File: config.mk
export PLATFORM = sky130hd
export DESIGN_NAME = timer1_peripheral_flat
export DESIGN_NICKNAME = d
export VERILOG_FILES = /design/src/rtl/timer1_peripheral_if.sv /design/src/rtl/timer1_peripheral.sv /design/src/flat_wrapper.sv
export SDC_FILE = /design/constraint.sdc
export NUM_CORES = 1
export LEC_CHECK = 0
export CORE_ASPECT_RATIO = 1.2
export CORE_MARGIN = 4
export CORE_UTILIZATION = 43
export CTS_CLUSTER_DIAMETER = 80
export DETAILED_ROUTE_END_ITERATION = 8
export HOLD_SLACK_MARGIN = 0.02
export PLACE_DENSITY_LB_ADDON = 0.05
export SETUP_SLACK_MARGIN = 0.2
export SLEW_MARGIN = 5
export SYNTH_ARGS = -nofsm -noshare
export SYNTH_HDL_FRONTEND = slang
export SYNTH_SLANG_ARGS = --single-unit
File: constraint.sdc
create_clock -name clk -period 2.35 [get_ports clk]
set_input_delay 0.3525 -clock clk [delete_from_list [all_inputs] [get_ports clk]]
set_output_delay 0.3525 -clock clk [all_outputs]
set_load 0.02 [all_outputs]
File: src/rtl/timer1_peripheral_if.sv
`default_nettype none
// ============================================================================
// Module      : timer1_peripheral_if
// Description : Peripheral register bus between the midrange core (master)
//               and the Timer1 block (slave): address, write data, write
//               strobe and combinational read data.
// Revision    : 1.0 - initial release
// ============================================================================
interface timer1_peripheral_if;
    logic [8:0] addr;
    logic [7:0] data_in;
    logic       wr_en;
    logic [7:0] data_out;

    // Core side drives address/data/strobe and receives read data
    modport master (
        output addr,
        output data_in,
        output wr_en,
        input  data_out
    );

    // Peripheral side decodes the bus and returns read data
    modport slave (
        input  addr,
        input  data_in,
        input  wr_en,
        output data_out
    );
endinterface
`default_nettype wire

File: src/rtl/timer1_peripheral.sv
`default_nettype none
// ============================================================================
// Module      : timer1_peripheral
// Description : 16-bit Timer1 on the core's peripheral register bus. Counts
//               instruction-cycle ticks or synchronised T1CKI rising edges
//               through a 1/2/4/8 prescaler and pulses TMR1IF on overflow.
// Revision    : 1.0 - initial release
// ============================================================================
module timer1_peripheral #(
    parameter logic [8:0] TMR1L_ADDR = 9'h00E,
    parameter logic [8:0] TMR1H_ADDR = 9'h00F,
    parameter logic [8:0] T1CON_ADDR = 9'h010
) (
    input  wire logic              clk,
    input  wire logic              rst,
    timer1_peripheral_if.slave     bus,
    input  wire logic              tick,
    input  wire logic              t1cki,
    output logic                   tmr1if_strobe
);

    // T1CON bit positions; bits 7:6 are not stored and read as zero
    localparam int C_TMR1ON_BIT = 0;
    localparam int C_TMR1CS_BIT = 1;
    localparam int C_CKPS_LSB   = 4;

    // Registered state
    logic [15:0] tmr1_q,    tmr1_d;
    logic [5:0]  t1con_q,   t1con_d;
    logic [2:0]  presc_q,   presc_d;
    logic        sync1_q,   sync1_d;
    logic        sync2_q,   sync2_d;
    logic        hist_q,    hist_d;
    logic        strobe_q,  strobe_d;

    // Decode / datapath wires
    logic        w_hit_l;
    logic        w_hit_h;
    logic        w_hit_con;
    logic        w_any_wr;
    logic        w_ext_edge;
    logic        w_src;
    logic [2:0]  w_div_max;
    logic [1:0]  w_ckps;

    // Bus write decode, event source selection and prescaler terminal count
    always_comb begin
        w_hit_l    = bus.wr_en && (bus.addr == TMR1L_ADDR);
        w_hit_h    = bus.wr_en && (bus.addr == TMR1H_ADDR);
        w_hit_con  = bus.wr_en && (bus.addr == T1CON_ADDR);
        w_any_wr   = w_hit_l || w_hit_h || w_hit_con;
        // Rising edge seen after the two-flop synchroniser
        w_ext_edge = sync2_q & ~hist_q;
        w_src      = t1con_q[C_TMR1ON_BIT] &
                     (t1con_q[C_TMR1CS_BIT] ? w_ext_edge : tick);
        w_ckps     = t1con_q[C_CKPS_LSB +: 2];
        case (w_ckps)
            2'b00:   w_div_max = 3'd0;
            2'b01:   w_div_max = 3'd1;
            2'b10:   w_div_max = 3'd3;
            default: w_div_max = 3'd7;
        endcase
    end

    // Next-state: a bus write always wins over a count event in the same cycle
    always_comb begin
        tmr1_d   = tmr1_q;
        t1con_d  = t1con_q;
        presc_d  = presc_q;
        strobe_d = 1'b0;
        sync1_d  = t1cki;
        sync2_d  = sync1_q;
        hist_d   = sync2_q;

        if (w_any_wr) begin
            // Any register access restarts the prescale sequence; the
            // increment that would have happened this cycle is dropped.
            presc_d = 3'd0;
            if (w_hit_l) begin
                tmr1_d[7:0] = bus.data_in;
            end
            if (w_hit_h) begin
                tmr1_d[15:8] = bus.data_in;
            end
            if (w_hit_con) begin
                t1con_d = bus.data_in[5:0];
            end
        end else if (w_src) begin
            if (presc_q == w_div_max) begin
                presc_d  = 3'd0;
                tmr1_d   = tmr1_q + 16'd1;
                // Only a genuine count-through-wrap raises the flag
                strobe_d = (tmr1_q == 16'hFFFF);
            end else begin
                presc_d = presc_q + 3'd1;
            end
        end
    end

    // State register with asynchronous reset
    always_ff @(posedge clk or posedge rst) begin
        if (rst) begin
            tmr1_q   <= 16'h0000;
            t1con_q  <= 6'h00;
            presc_q  <= 3'd0;
            sync1_q  <= 1'b0;
            sync2_q  <= 1'b0;
            hist_q   <= 1'b0;
            strobe_q <= 1'b0;
        end else begin
            tmr1_q   <= tmr1_d;
            t1con_q  <= t1con_d;
            presc_q  <= presc_d;
            sync1_q  <= sync1_d;
            sync2_q  <= sync2_d;
            hist_q   <= hist_d;
            strobe_q <= strobe_d;
        end
    end

    // Side-effect-free combinational read mux; unmapped addresses read zero
    always_comb begin
        bus.data_out = 8'h00;
        if (bus.addr == TMR1L_ADDR) begin
            bus.data_out = tmr1_q[7:0];
        end else if (bus.addr == TMR1H_ADDR) begin
            bus.data_out = tmr1_q[15:8];
        end else if (bus.addr == T1CON_ADDR) begin
            bus.data_out = {2'b00, t1con_q};
        end
    end

    assign tmr1if_strobe = strobe_q;

endmodule
`default_nettype wire

File: src/flat_wrapper.sv
// flat-port wrapper written by rule: the top's interface ports become plain ports
module timer1_peripheral_flat 
#(
    parameter logic [8:0] TMR1L_ADDR = 9'h00E,
    parameter logic [8:0] TMR1H_ADDR = 9'h00F,
    parameter logic [8:0] T1CON_ADDR = 9'h010
)
  (clk, rst, tick, t1cki, tmr1if_strobe, bus_addr, bus_data_in, bus_wr_en, bus_data_out);
  timer1_peripheral_if bus_i ();
  input  wire logic clk;
  input  wire logic rst;
  input  wire logic tick;
  input  wire logic t1cki;
  output logic tmr1if_strobe;
  input wire logic [$bits(bus_i.addr)-1:0] bus_addr;
  input wire logic [$bits(bus_i.data_in)-1:0] bus_data_in;
  input wire logic [$bits(bus_i.wr_en)-1:0] bus_wr_en;
  output wire logic [$bits(bus_i.data_out)-1:0] bus_data_out;
  assign bus_i.addr = bus_addr;
  assign bus_i.data_in = bus_data_in;
  assign bus_i.wr_en = bus_wr_en;
  assign bus_data_out = bus_i.data_out;
  timer1_peripheral #(.TMR1L_ADDR(TMR1L_ADDR), .TMR1H_ADDR(TMR1H_ADDR), .T1CON_ADDR(T1CON_ADDR)) u_core (.clk(clk), .rst(rst), .bus(bus_i), .tick(tick), .t1cki(t1cki), .tmr1if_strobe(tmr1if_strobe));
endmodule
# Word level (Yosys, flattened, before mapping)
# Cells that the tools add are included.
totals:
  romBits: 0
  latch_bits: 0
  memories: 0
  ram_bits: 0
  output_inout_bits: 9
  reg_bits: 29
op_classes:
  eq_ne: 9
  div: 0
  mux: 16
  mul: 0
  magnitude_cmp: 0
  shifts: 0
  reduce_logical: 11
  add_sub_neg: 2
  n_bitwise: 3
op_table:
  columns: ["operator", "count"]
  rows:
  - ["$mux 16", 3]
  - ["$mux 8", 4]
  - ["$eq 9x4->1 const B", 2]
  - ["$add 16x1->16 const B", 1]
  - ["$eq 16x16->1 const B", 1]
  - ["$eq 9x5->1 const B", 1]
  - ["$mux 3", 3]
  - ["$pmux 3 s3", 1]
  - ["$mux 6", 1]
  - ["$reduce_and 3->1", 2]
  - ["$mux 1", 4]
  - ["$ne 2x1->1 const B", 2]
  - ["$reduce_bool 2->1", 2]
  - ["$add 3x1->3 const B", 1]
  - ["$eq 3x3->1", 1]
  - ["$logic_and 1x1->1", 3]
  - ["$and 1x1->1", 2]
  - ["$eq 2x1->1 const B", 1]
  - ["$eq 2x2->1 const B", 1]
  - ["$logic_not 2->1", 1]
  - ["$logic_or 1x1->1", 2]
  - ["$reduce_and 2->1", 1]
  - ["$not 1->1", 1]

# Logic depth before layout (Yosys ltp)
# Gate-level depths: netlist of run 1.
depth:
  ltp_word: 6
  depth_mapped: 7

# Worst setup path after synthesis of run 1
# No wires, ideal clock.
synth_timing:
  kind: "input to output"
  start: "input bus_addr[5]"
  end: "output bus_data_out[0]"
  path_stages: 5
  slack_ns: 0.439
  required_ns: 1.997
  arrival_ns: 1.558
  n_path_buf: 0
  cell_sequence: "nor4_1 > nand2b_1 > nor2_1 > a222oi_1 > inv_1"
synth_via:
  elab_chain_cells: 4
synth_lines:
  columns: ["item", "line", "source"]
  rows:
  - ["start, declared", "flat_wrapper.sv:15", "input wire logic [$bits(bus_i.addr)-1:0] bus_addr;"]
  - ["$eq 9x5->1", "timer1_peripheral.sv:128", "end else if (bus.addr == T1CON_ADDR) begin"]
  - ["$mux 6", "timer1_peripheral.sv:128", null]
  - ["$mux 8", "timer1_peripheral.sv:126", "end else if (bus.addr == TMR1H_ADDR) begin"]
  - ["$mux 8 *", "timer1_peripheral.sv:124", "if (bus.addr == TMR1L_ADDR) begin"]
  - ["end, declared", "flat_wrapper.sv:18", "output wire logic [$bits(bus_i.data_out)-1:0] bus_data_out;"]
# Mark *: on every way between the ends. The rest lies on a longest branch, timed or not.

# Worst setup path after layout of run 1
layout_timing:
  start: "input bus_addr[6]"
  end: "output bus_data_out[4]"
# Same word-level chain as after synthesis.

==> results of run 1 <==
-- critical path, cell delays in order --
cell	delay (ns)
sky130_fd_sc_hd__dlygate4sd2_1	0.27
sky130_fd_sc_hd__or4_4	0.57
sky130_fd_sc_hd__nor2_4	0.10
sky130_fd_sc_hd__buf_6	0.15
sky130_fd_sc_hd__a222oi_1	0.11
sky130_fd_sc_hd__inv_1	0.08
sky130_fd_sc_hd__buf_6	0.11
-- cell usage after synthesis (2+ instances only) --
master / count / share of area
sky130_fd_sc_hd__and4_1: 3 / 0.014
sky130_fd_sc_hd__o21ai_1: 5 / 0.014
sky130_fd_sc_hd__o21ai_0: 7 / 0.019
sky130_fd_sc_hd__a222oi_1: 6 / 0.033
sky130_fd_sc_hd__a311oi_1: 2 / 0.0097
sky130_fd_sc_hd__nand3_1: 8 / 0.022
sky130_fd_sc_hd__nor3_1: 2 / 0.0055
sky130_fd_sc_hd__dfrtp_1: 29 / 0.40
sky130_fd_sc_hd__or3_1: 2 / 0.0069
sky130_fd_sc_hd__o22ai_1: 3 / 0.010
sky130_fd_sc_hd__and2_1: 3 / 0.010
sky130_fd_sc_hd__clkbuf_1: 2 / 0.0041
sky130_fd_sc_hd__o21ai_2: 2 / 0.0097
sky130_fd_sc_hd__nor2_1: 11 / 0.023
sky130_fd_sc_hd__nand2_2: 2 / 0.0069
sky130_fd_sc_hd__buf_6: 2 / 0.012
sky130_fd_sc_hd__nand3_2: 2 / 0.011
sky130_fd_sc_hd__a21oi_1: 26 / 0.072
sky130_fd_sc_hd__buf_4: 3 / 0.012
sky130_fd_sc_hd__ha_1: 2 / 0.014
sky130_fd_sc_hd__inv_1: 10 / 0.021
sky130_fd_sc_hd__and3_1: 5 / 0.017
sky130_fd_sc_hd__nand2_1: 20 / 0.041
sky130_fd_sc_hd__mux2_2: 5 / 0.031
sky130_fd_sc_hd__nand4_1: 8 / 0.028
sky130_fd_sc_hd__a22o_1: 2 / 0.0097
sky130_fd_sc_hd__nor2_4: 2 / 0.012
sky130_fd_sc_hd__a21o_1: 2 / 0.0083
-- per-stage QoR --
| step | hold WS [ns] | util |
|---|---|---|
| floorplan | 0.3312 | - |
| global route | 0.3738 | 0.6081 |
| detailed placement | 0.3471 | 0.5703 |
| CTS | 0.3612 | 0.6028 |
| global placement | 0.3438 | 0.5703 |
| finish | 0.3587 | 0.6081 |
-- path summary, 6_finish.rpt --
| check | end | slack, ns | cells after the start |
|---|---|---|---|
| min in group asynchronous | u_core.hist_d | 0.45 | 3 |
| min | u_core.hist_d | 0.36 | 0 |
| min reg2reg | u_core.hist_d | 0.36 | 0 |
| max | bus_data_out[4] | 0.27 | 7 |
| max reg2reg | u_core.tmr1_q[8] | 0.51 | 6 |
| max in group asynchronous | u_core.tmr1_q[2] | 1.62 | 3 |
-- sequential cells by signal, indices dropped and copies added (netlist names) --
| signal | flops |
|---|---|
| u_core.sync1_q | 1 |
| u_core.tmr1_q | 16 |
| u_core.hist_d | 1 |
| u_core.tmr1if_strobe | 1 |
| u_core.hist_q | 1 |
| u_core.presc_q | 3 |
| u_core.t1con_q | 6 |
-- final cells by class --
class | instances | share of cell area
clock buffer | 7 | 0.03546
clock inverter | 1 | 0.01233
inverter | 11 | 0.01696
multi-input combinational | 153 | 0.4203
sequential | 29 | 0.2980
tap | 54 | 0.02775
timing repair buffer | 52 | 0.1891
-- report_power, final --
part | switching (mW) | internal, mW | leakage, nW
Clock | 0.184 | 0.345 | 0.0585
Combinational | 0.0565 | 0.0614 | 0.694
Sequential | 0.0239 | 0.519 | 0.395
-- layer usage --
metal  part of all wire  GRT usage
met4              0.011    0.06897
met3              0.048    0.04243
met2               0.52     0.3510
met5                  0          0
met1               0.42     0.2642
-- what timing repair did --
action / in CTS / in global routing
pin swaps: 6 / 4
endpoints found under the setup margin: 8 / 9
gates resized for setup: 56 / 4
buffers inserted: 1 / 0
-- logic make-up after synthesis --
group,share of synthesized area
and+or+nand+nor,0.2557
AOI/OAI and AO/OA,0.2405
DFF,0.3997
buffers and inverters,0.05444
muxes,0.03101
adders and majority gates,0.01378
xor gates and xnor gates,0.004825
==> results.txt, run 1 <==
----------------------------------------------------
[Placement]
  Pre-CTS setup slack ... -0.4084 ns
  Placed Instances ... 298
  Number of buffer cells added on primary ports ... 30
  Post-placement cell area ... 2283 um2
  Half-perimeter wire length after placement ... 3.826 mm
  Final weighted congestion in routability-driven placement ... 0.8486

[Synth]
  Number of enable flip-flop cells after synthesis ... 0
  Sequential area share after synthesis ... 0.3997
  Flip-flop and latch count after synthesis ... 29
  Cell area after synthesis ... 1815 um2
  Gate Count Post-Synth ... 201
  Leading register cell type out of synthesis ... sky130_fd_sc_hd__dfrtp_1
  Post-synth cell types ... 53
  Total of warnings raised by yosys ... 0
  Mean Syn Cell Area ... 9.032 um2
  Total nets after synthesis ... 225
  Share of flip-flops with an asynchronous set or reset after synthesis ... 1.000

[STA]
  Final hold viol count ... 0
  Highest attainable clock frequency ... 481.1 MHz
  Number of setup violations in the final report ... 0
  Final-report max-slew violation count ... 0
  Final critical path time including I/O delays and setup ... 2.079 ns
  Fraction of the cycle the final worst path needs ... 0.8846
  Worst slew slack as a fraction of its limit ... 0.5507
  Setup_tns ... 0 ns
  Least setup slack across all paths after layout ... 0.2713 ns
  Worst-Margin Slew ... 0.6700 ns
  Setup repair after global routing missed its margin ... no
  Post-Route Skew ... 0.001737 ns

[Critical path]
  Worst setup path start ... bus_addr[6]
  Data arrival time of the critical path ... 1.73 ns
  Critical path startpoint category ... input pin
  Crit Path Class ... input pin to output pin
  Required @ worst endpoint ... 2.00 ns
  Endpoint class of the critical path ... output pin
  Maximum fanout along the worst path ... 8
  Reg-to-Reg Start ... u_core.t1con_q[4]

[Global routing]
  Number of global-route vias before repair ... 1817
  Congestion Overflow GR ... 0
  Initial antenna violation count ... 0
  Largest net degree at the start of global routing ... 30
  GRT Resource Usage Total ... 0.2092
  First-pass GRT wire length ... 8.590 mm

[Status]
  Outcome ... complete, no violations

[Floorplan]
  Starting density of the core ... 0.4534
  Die Area ... 5330 um2
  Area of the placeable core ... 4004 um2
  Die Y-Extent ... 79.18 um
  Horizontal extent of the die ... 67.32 um
  Number of rows created at floorplan ... 25
  I/O pins ... 31

[Flow run]
  Max-cap violations ... 0

[Pwr]
  PD cells ... 488.7 nW/um2
  Total chip power ... 1.190 mW
  Max VDD drop ... 0.3096 mV
  Leakage power figure ... 1.148 nW

[Clock tree]
  Number of sinks handled by clock tree synthesis ... 29
  Root buffer cell ... sky130_fd_sc_hd__clkbuf_8
  Clock insertion delay at the later pin of the skew report ... 0.27 ns
  Clock Pin Slew Worst Setup and Hold Paths ... 0.06 ns
  Max clock buf depth ... 2
  Clock tree from TritonCTS ... built
  Clock buffer count from CTS ... 5
  Count of hold buffers inserted by post-cts repair ... 0
  H-Tree Depth ... 2

[Route]
  Violation count after the first detailed-routing iteration ... 128
  Antenna-violating nets left ... 0
  Iteration count of the initial detailed-routing pass ... 7
  Drt via density ... 5.915
  Detailed-route wire length per cell ... 16.47 um
  DRC Markers ... 0
  Via count of the routed design ... 1816
  Wirelength, routed ... 5.055 mm

[Worst hold path]
  Source of the worst hold timing path ... u_core.sync1_q
  Hold crit path type ... flip-flop to flip-flop

[Cells and area]
  Top library cells by usage in the layout, fill and taps aside ... sky130_fd_sc_hd__dfrtp_1 (29), sky130_fd_sc_hd__a21oi_1 (26), sky130_fd_sc_hd__buf_4 (25), sky130_fd_sc_hd__nand2_1 (19), sky130_fd_sc_hd__clkdlybuf4s50_1 (13)
  Register area ... 725.7 um2
  Most common library cell in the layout ignoring fill and taps ... sky130_fd_sc_hd__dfrtp_1
  Net count reported at finish ... 276
  Final cell count without fillers ... 307
  Cell area after layout ... 2435 um2
  Ratio of cells with drive above 1 in the final layout ... 0.2490
  Area Overhead vs Synth ... 34.11%
  Total area of multi-input combinational cells ... 1023 um2
  Number of fill cells ... 369
  Diodes inserted ... 0

----------------------------------------------------
Note: power is estimated with default switching activity, not from simulation.
==> run 2, diff against run 1 <==
--- a/config.mk
+++ b/config.mk
@@ -12,7 +12,7 @@
 export DETAILED_ROUTE_END_ITERATION = 8
 export HOLD_SLACK_MARGIN = 0.02
 export PLACE_DENSITY_LB_ADDON = 0.05
-export SETUP_SLACK_MARGIN = 0.2
+export SETUP_SLACK_MARGIN = 0.3
 export SLEW_MARGIN = 5
 export SYNTH_ARGS = -nofsm -noshare
 export SYNTH_HDL_FRONTEND = slang
==> run 2 against run 1 <==
Cell count up 0.98%. Clock power about the same. Core utilization up 1.1 points. Critical path depth unchanged. Wire length up 1.6%. Worst setup slack better by 0.086 ns. Via count down 0.33%. Non-clock buffer count up 3. Design area up 1.7%. Sequential share of layout area down 0.51 points. Critical endpoint is now bus_data_out[1].
==> results.txt, run 2 (synthesis results as in run 1) <==
----------------------------------------------------
[Critical path]
  Max stage delay on crit path ... 0.57 ns
  Worst r2r path cells ... 6
  Crit Path Class ... input pin to output pin
  Number of buffers and inverters on the critical path ... 4
  Worst-path cell chain ... clkdlybuf4s15_1 -> or4b_4 -> nor2_4 -> buf_6 -> a222oi_1 -> inv_1 -> buf_6
  Maximum fanout along the worst path ... 6
  Worst setup path start ... bus_addr[2]
  Dominant cell type by count on the critical path ... sky130_fd_sc_hd__buf_6
  Cell at the slowest stage of the critical path ... sky130_fd_sc_hd__or4b_4
  Crit. path cell count ... 7
  Kind of cell with the highest combined delay on the critical path ... simple AND/OR/NAND/NOR gates
  Data arrival time of the critical path ... 1.64 ns
  Flop-to-flop setup slack ... 0.51 ns
  Reg-to-Reg Start ... u_core.t1con_q[4]
  End point of the critical path ... bus_data_out[1]
  Endpoint class of the critical path ... output pin
  Required @ worst endpoint ... 2.00 ns
  Reg2Reg Capture Point ... u_core.tmr1_q[8]
  Critical path startpoint category ... input pin

[Cells and area]
  Diodes inserted ... 0
  Net count reported at finish ... 279
  Post-layout util ... 0.6188
  Top library cells by usage in the layout, fill and taps aside ... sky130_fd_sc_hd__dfrtp_1 (29), sky130_fd_sc_hd__a21oi_1 (26), sky130_fd_sc_hd__buf_4 (24), sky130_fd_sc_hd__nand2_1 (19), sky130_fd_sc_hd__clkdlybuf4s50_1 (13)
  Ratio of cells with drive above 1 in the final layout ... 0.2852
  Number of fill cells ... 364
  Flip-flop count of the largest register, all copies and words added ... 16
  Register name with the most flops ... u_core.tmr1_q
  Most common library cell in the layout ignoring fill and taps ... sky130_fd_sc_hd__dfrtp_1
  Area Overhead vs Synth ... 36.46%
  Leading registers by flop count ... u_core.tmr1_q: 16 flops, u_core.t1con_q: 6 flops, u_core.presc_q: 3 flops

[Clock tree]
  Max clock buf depth ... 2
  Clock Pin Slew Worst Setup and Hold Paths ... 0.06 ns
  Clock buffer count from CTS ... 5
  Clock insertion delay at the later pin of the skew report ... 0.27 ns
  Number of sinks handled by clock tree synthesis ... 29
  Root buffer cell ... sky130_fd_sc_hd__clkbuf_8
  H-Tree Depth ... 2
  Clock tree from TritonCTS ... built

[Global routing]
  Largest net degree at the start of global routing ... 30
  Grt peak-use layer ... met2
  Congestion Overflow GR ... 0
  GRT Resource Usage Total ... 0.2115
  First-pass GRT wire length ... 8.700 mm
  Global routing usage on met2 ... 0.3599
  Met1 usage ... 0.2650
  Initial antenna violation count ... 0
  Global-route track usage on met3 ... 0.04526
  Number of global-route vias before repair ... 1832

[Floorplan]
  Die Y-Extent ... 79.18 um
  Horizontal extent of the die ... 67.32 um
  Area of the placeable core ... 4004 um2
  Number of rows created at floorplan ... 25
  I/O pins ... 31
  Starting density of the core ... 0.4534
  Die Area ... 5330 um2

[Route]
  Iteration count of the initial detailed-routing pass ... 5
  Violation count after the first detailed-routing iteration ... 107
  Via count of the routed design ... 1810
  DRC Markers ... 0
  Wirelength, routed ... 5.135 mm
  Drt via density ... 5.839
  Detailed-route wire length per cell ... 16.56 um
  Antenna-violating nets left ... 0

[STA]
  Final critical path time including I/O delays and setup ... 1.993 ns
  Number of setup violations in the final report ... 0
  Final-report max-slew violation count ... 0
  Final hold viol count ... 0
  Highest attainable clock frequency ... 501.9 MHz
  Setup repair after global routing missed its margin ... no
  Worst-Margin Slew ... 0.6660 ns
  Worst slew slack as a fraction of its limit ... 0.5534
  Fraction of the cycle the final worst path needs ... 0.8479
  Least setup slack across all paths after layout ... 0.3575 ns
  Post-Route Skew ... 0.001750 ns
  Setup_tns ... 0 ns

[Pwr]
  PD cells ... 481.2 nW/um2
  Max VDD drop ... 0.3077 mV
  Leakage power figure ... 1.151 nW

[Flow run]
  Max-cap violations ... 0

[Worst hold path]
  Hold crit path type ... flip-flop to flip-flop

[Placement]
  Final weighted congestion in routability-driven placement ... 0.8486
  Number of buffer cells added on primary ports ... 30
  Half-perimeter wire length after placement ... 3.826 mm
  Pre-CTS setup slack ... -0.4084 ns

[Status]
  Outcome ... complete, no violations

----------------------------------------------------
==> run 2: cell types whose count changed in the layout (fill, tap and decap cells not counted), moves of 2 or more <==
cell	change
sky130_fd_sc_hd__nor2_1	-2
sky130_fd_sc_hd__clkdlybuf4s15_1	+3
sky130_fd_sc_hd__clkbuf_2	+4
sky130_fd_sc_hd__dlygate4sd2_1	-5
sky130_fd_sc_hd__dlymetal6s2s_1	-2
sky130_fd_sc_hd__buf_6	+4
==> run 2: final cells by class <==
class	instances	area, um2	share of cell area
repair buffers	55	479.2	0.1934
multi-input cells	153	1047	0.4227
clock inverters	1	30.03	0.01212
clock buffers	7	86.33	0.03485
inverters	11	41.29	0.01667
well taps	54	67.56	0.02727
flip-flops and latches	29	725.7	0.2929
==> run 2: worst min path at each step <==
| stage | from | end | slack, ns | cells after the start |
|---|---|---|---|---|
| 6_report | u_core.sync1_q | u_core.hist_d | 0.36 | 0 |
| 3_3_place_gp | u_core.sync1_q | u_core.hist_d | 0.34 | 0 |
| 4_1_cts | u_core.sync1_q | u_core.hist_d | 0.36 | 0 |
| 2_1_floorplan | u_core.sync1_q | u_core.hist_d | 0.33 | 0 |
| 3_5_place_dp | u_core.sync1_q | u_core.hist_d | 0.35 | 0 |
| 5_1_grt | u_core.sync1_q | u_core.hist_d | 0.37 | 0 |
==> run 2: worst reg2reg max path, delay by kind of cell, from the launching register on <==
family,cells,cell delay [ns]
flip-flops,1,0.44
XOR/XNOR,1,0.20
AO/OA/AOI/OAI,4,0.95
AND/OR/NAND/NOR,1,0.17
==> run 2: per-stage QoR <==
stage | total power [mW] | hold slack [ns] | cell area (um2) | std cells
6_report | 1.192 | 0.3586 | 2477 | 310
5_1_grt | 1.246 | 0.3738 | 2477 | 310
4_1_cts | 1.201 | 0.3612 | 2437 | 308
3_5_place_dp | 0.6696 | 0.3471 | 2283 | 298
3_3_place_gp | 0.6653 | 0.3438 | 2283 | 298
2_1_floorplan | 0.5941 | 0.3312 | 1815 | 201
==> run 2: what timing repair did <==
| action | in CTS | in global routing |
|---|---|---|
| endpoints found under the setup margin | 11 | 22 |
| buffers inserted | 2 | 2 |
| hold endpoints to repair | 0 | 0 |
| hold buffers | 0 | 0 |
| resized for setup | 62 | 19 |
| pin swaps | 11 | 8 |
| gates cloned | 0 | 0 |
==> run 2: power by group <==
group | leakage [nW] | switching, mW | total, mW | internal (mW)
combinational | 0.697 | 0.0590 | 0.121 | 0.0618
sequential | 0.395 | 0.0244 | 0.543 | 0.519
clock | 0.0585 | 0.183 | 0.528 | 0.345
total | 1.15 | 0.267 | 1.19 | 0.926
==> run 2: layer usage <==
| metal | vias up | wire length (um) |
|---|---|---|
| met5 | - | 0 |
| met4 | 0 | 44 |
| met3 | 4 | 239 |
| met2 | 41 | 2659 |
| met1 | 894 | 2192 |
| li1 | 871 | - |
==> run 3, diff against run 2 <==
==> constraint.sdc (replaced) <==
create_clock -name clk -period 1.68 [get_ports clk]
set_input_delay 0.252 -clock clk [delete_from_list [all_inputs] [get_ports clk]]
set_output_delay 0.252 -clock clk [all_outputs]
set_load 0.02 [all_outputs]
==> run 3 against run 2 <==
The flow now finishes with violations (setup timing). Die area is the same. Wire length grew 39%. Register-to-register slack got worse by 0.56 ns. Combinational power up 110%. Critical path type is now input pin to flip-flop.
==> results.txt, run 3 (synthesis results as in run 1) <==
----------------------------------------------------
[Status]
  Outcome ... finished with violations
  Failing checks ... setup timing

[STA]
  Least setup slack across all paths after layout ... -0.06354 ns
  Post-Route Skew ... 0.004088 ns
  Final hold viol count ... 0
  Fraction of the cycle the final worst path needs ... 1.038
  Number of setup violations in the final report ... 22
  Worst slew slack as a fraction of its limit ... 0.6616
  Setup_tns ... -0.5871 ns
  Setup repair after global routing missed its margin ... yes
  Final-report max-slew violation count ... 0
  Highest attainable clock frequency ... 573.5 MHz
  Worst-Margin Slew ... 0.5046 ns
  Final critical path time including I/O delays and setup ... 1.744 ns

[Route]
  Wirelength, routed ... 7.121 mm
  Via count of the routed design ... 2156
  Detailed-route wire length per cell ... 20.70 um
  Violation count after the first detailed-routing iteration ... 278
  DRC Markers ... 0
  Drt via density ... 6.267
  Antenna-violating nets left ... 0
  Iteration count of the initial detailed-routing pass ... 5

[Critical path]
  Required @ worst endpoint ... 1.83 ns
  Worst-path cell chain ... buf_8 -> or4_4 -> buf_6 -> nor2_4 -> o211ai_1 -> o2bb2ai_2 -> a21oi_2 -> a21oi_1
  Worst r2r path cells ... 7
  Flop-to-flop setup slack ... -0.05 ns
  Reg2Reg Capture Point ... u_core.tmr1_q[7]
  Critical path startpoint category ... input pin
  Kind of cell with the highest combined delay on the critical path ... compound AO/OA/AOI/OAI gates
  Max stage delay on crit path ... 0.55 ns
  Reg-to-Reg Start ... u_core.t1con_q[4]
  Data arrival time of the critical path ... 1.90 ns
  Maximum fanout along the worst path ... 8
  Crit Path Class ... input pin to flip-flop
  Cell at the slowest stage of the critical path ... sky130_fd_sc_hd__or4_4
  Endpoint class of the critical path ... flip-flop
  Number of buffers and inverters on the critical path ... 2
  Crit. path cell count ... 8

[Clock tree]
  H-Tree Depth ... 2
  Clock insertion delay at the later pin of the skew report ... 0.29 ns
  Root buffer cell ... sky130_fd_sc_hd__clkbuf_8
  Count of hold buffers inserted by post-cts repair ... 0
  Number of sinks handled by clock tree synthesis ... 29
  Clock Pin Slew Worst Setup and Hold Paths ... 0.07 ns
  Max clock buf depth ... 2
  Clock buffer count from CTS ... 5
  Clock tree from TritonCTS ... built

[Floorplan]
  Starting density of the core ... 0.4534
  Die Area ... 5330 um2
  I/O pins ... 31
  Horizontal extent of the die ... 67.32 um
  Area of the placeable core ... 4004 um2
  Die Y-Extent ... 79.18 um
  Number of rows created at floorplan ... 25

[Global routing]
  Number of global-route vias before repair ... 2162
  First-pass GRT wire length ... 10.42 mm
  Largest net degree at the start of global routing ... 30
  Initial antenna violation count ... 0
  Congestion Overflow GR ... 0
  GRT Resource Usage Total ... 0.2622

[Pwr]
  Max VDD drop ... 0.4366 mV
  PD cells ... 572.3 nW/um2
  Leakage power figure ... 1.465 nW

[Cells and area]
  Cell area after layout ... 3139 um2
  Ratio of cells with drive above 1 in the final layout ... 0.4931
  Net count reported at finish ... 313
  Final cell count without fillers ... 344
  Number of fill cells ... 264
  Most common library cell in the layout ignoring fill and taps ... sky130_fd_sc_hd__buf_4
  Post-layout util ... 0.7841
  Flip-flop count of the largest register, all copies and words added ... 16
  Diodes inserted ... 0
  Top library cells by usage in the layout, fill and taps aside ... sky130_fd_sc_hd__buf_4 (35), sky130_fd_sc_hd__buf_6 (30), sky130_fd_sc_hd__dfrtp_1 (27), sky130_fd_sc_hd__nand2_1 (17), sky130_fd_sc_hd__a21oi_1 (16)
  Leading registers by flop count ... u_core.tmr1_q: 16 flops, u_core.t1con_q: 6 flops, u_core.presc_q: 3 flops
  Area Overhead vs Synth ... 72.92%
  Register name with the most flops ... u_core.tmr1_q

[Flow run]
  Max-cap violations ... 0

[Placement]
  Half-perimeter wire length after placement ... 4.156 mm
  Placed Instances ... 318
  Post-placement cell area ... 2479 um2
  Number of buffer cells added on primary ports ... 30
  Final weighted congestion in routability-driven placement ... 0.9504

[Worst hold path]
  Hold crit path type ... input pin to asynchronous set/reset pin

----------------------------------------------------
==> run 3: power by group <==
| part | internal [mW] | switching, mW |
|---|---|---|
| Combinational | 0.134 | 0.123 |
| Sequential | 0.728 | 0.0391 |
| Clock | 0.483 | 0.288 |
==> run 3: per-stage QoR <==
step | setup slack, ns | total power, mW | hold slack, ns
finish | -0.06354 | 1.797 | 0.3558
global route | -0.1252 | 1.854 | 0.3748
CTS | -0.01543 | 1.755 | 0.3594
detailed placement | -0.9060 | 0.9633 | 0.3435
global placement | -0.8595 | 0.9492 | 0.3383
floorplan | 0.04134 | 0.8335 | 0.2834
==> run 3: how the worst max path moves through the flow <==
stage / start / end / slack, ns
after CTS: u_core.presc_q[2] / u_core.tmr1_q[5] / -0.02
after global placement: bus_addr[5] / bus_data_out[1] / -0.86
after global routing: bus_addr[1] / bus_data_out[3] / -0.13
after detailed placement: bus_addr[5] / bus_data_out[3] / -0.91
final: bus_addr[8] / u_core.tmr1_q[13] / -0.06
after floorplan: bus_addr[2] / u_core.tmr1_q[4] / 0.04
==> run 3: final cells by class <==
type / count / area, um2 / share of cell area
clock buffers: 7 / 86.33 / 0.02750
clock inverters: 1 / 30.03 / 0.009566
inverters: 11 / 41.29 / 0.01315
multi-input cells: 154 / 1321 / 0.4209
flip-flops and latches: 29 / 728.2 / 0.2320
well taps: 54 / 67.56 / 0.02152
repair buffers: 88 / 864.6 / 0.2754
==> run 3: what timing repair did <==
item,in CTS,in global routing
resized for setup,149,27
gates cloned,2,1
endpoints found under the setup margin,35,34
buffers inserted,12,3
pin swaps,38,19
==> run 3: worst register-to-register path, delay by kind of cell (launching register included) <==
kind,cells,cell delay (ns)
DFF,1,0.41
AOI/OAI and AO/OA,3,0.66
xor gates and xnor gates,1,0.17
and+or+nand+nor,2,0.27
buffers and inverters,1,0.16
==> run 3: per-layer routing <==
metal	part of all wire	up-vias	GRT usage
met1	0.34	1039	0.2884
met3	0.086	35	0.06506
met4	0.053	0	0.1643
met5	0	-	0
li1	-	943	-
met2	0.52	139	0.4405
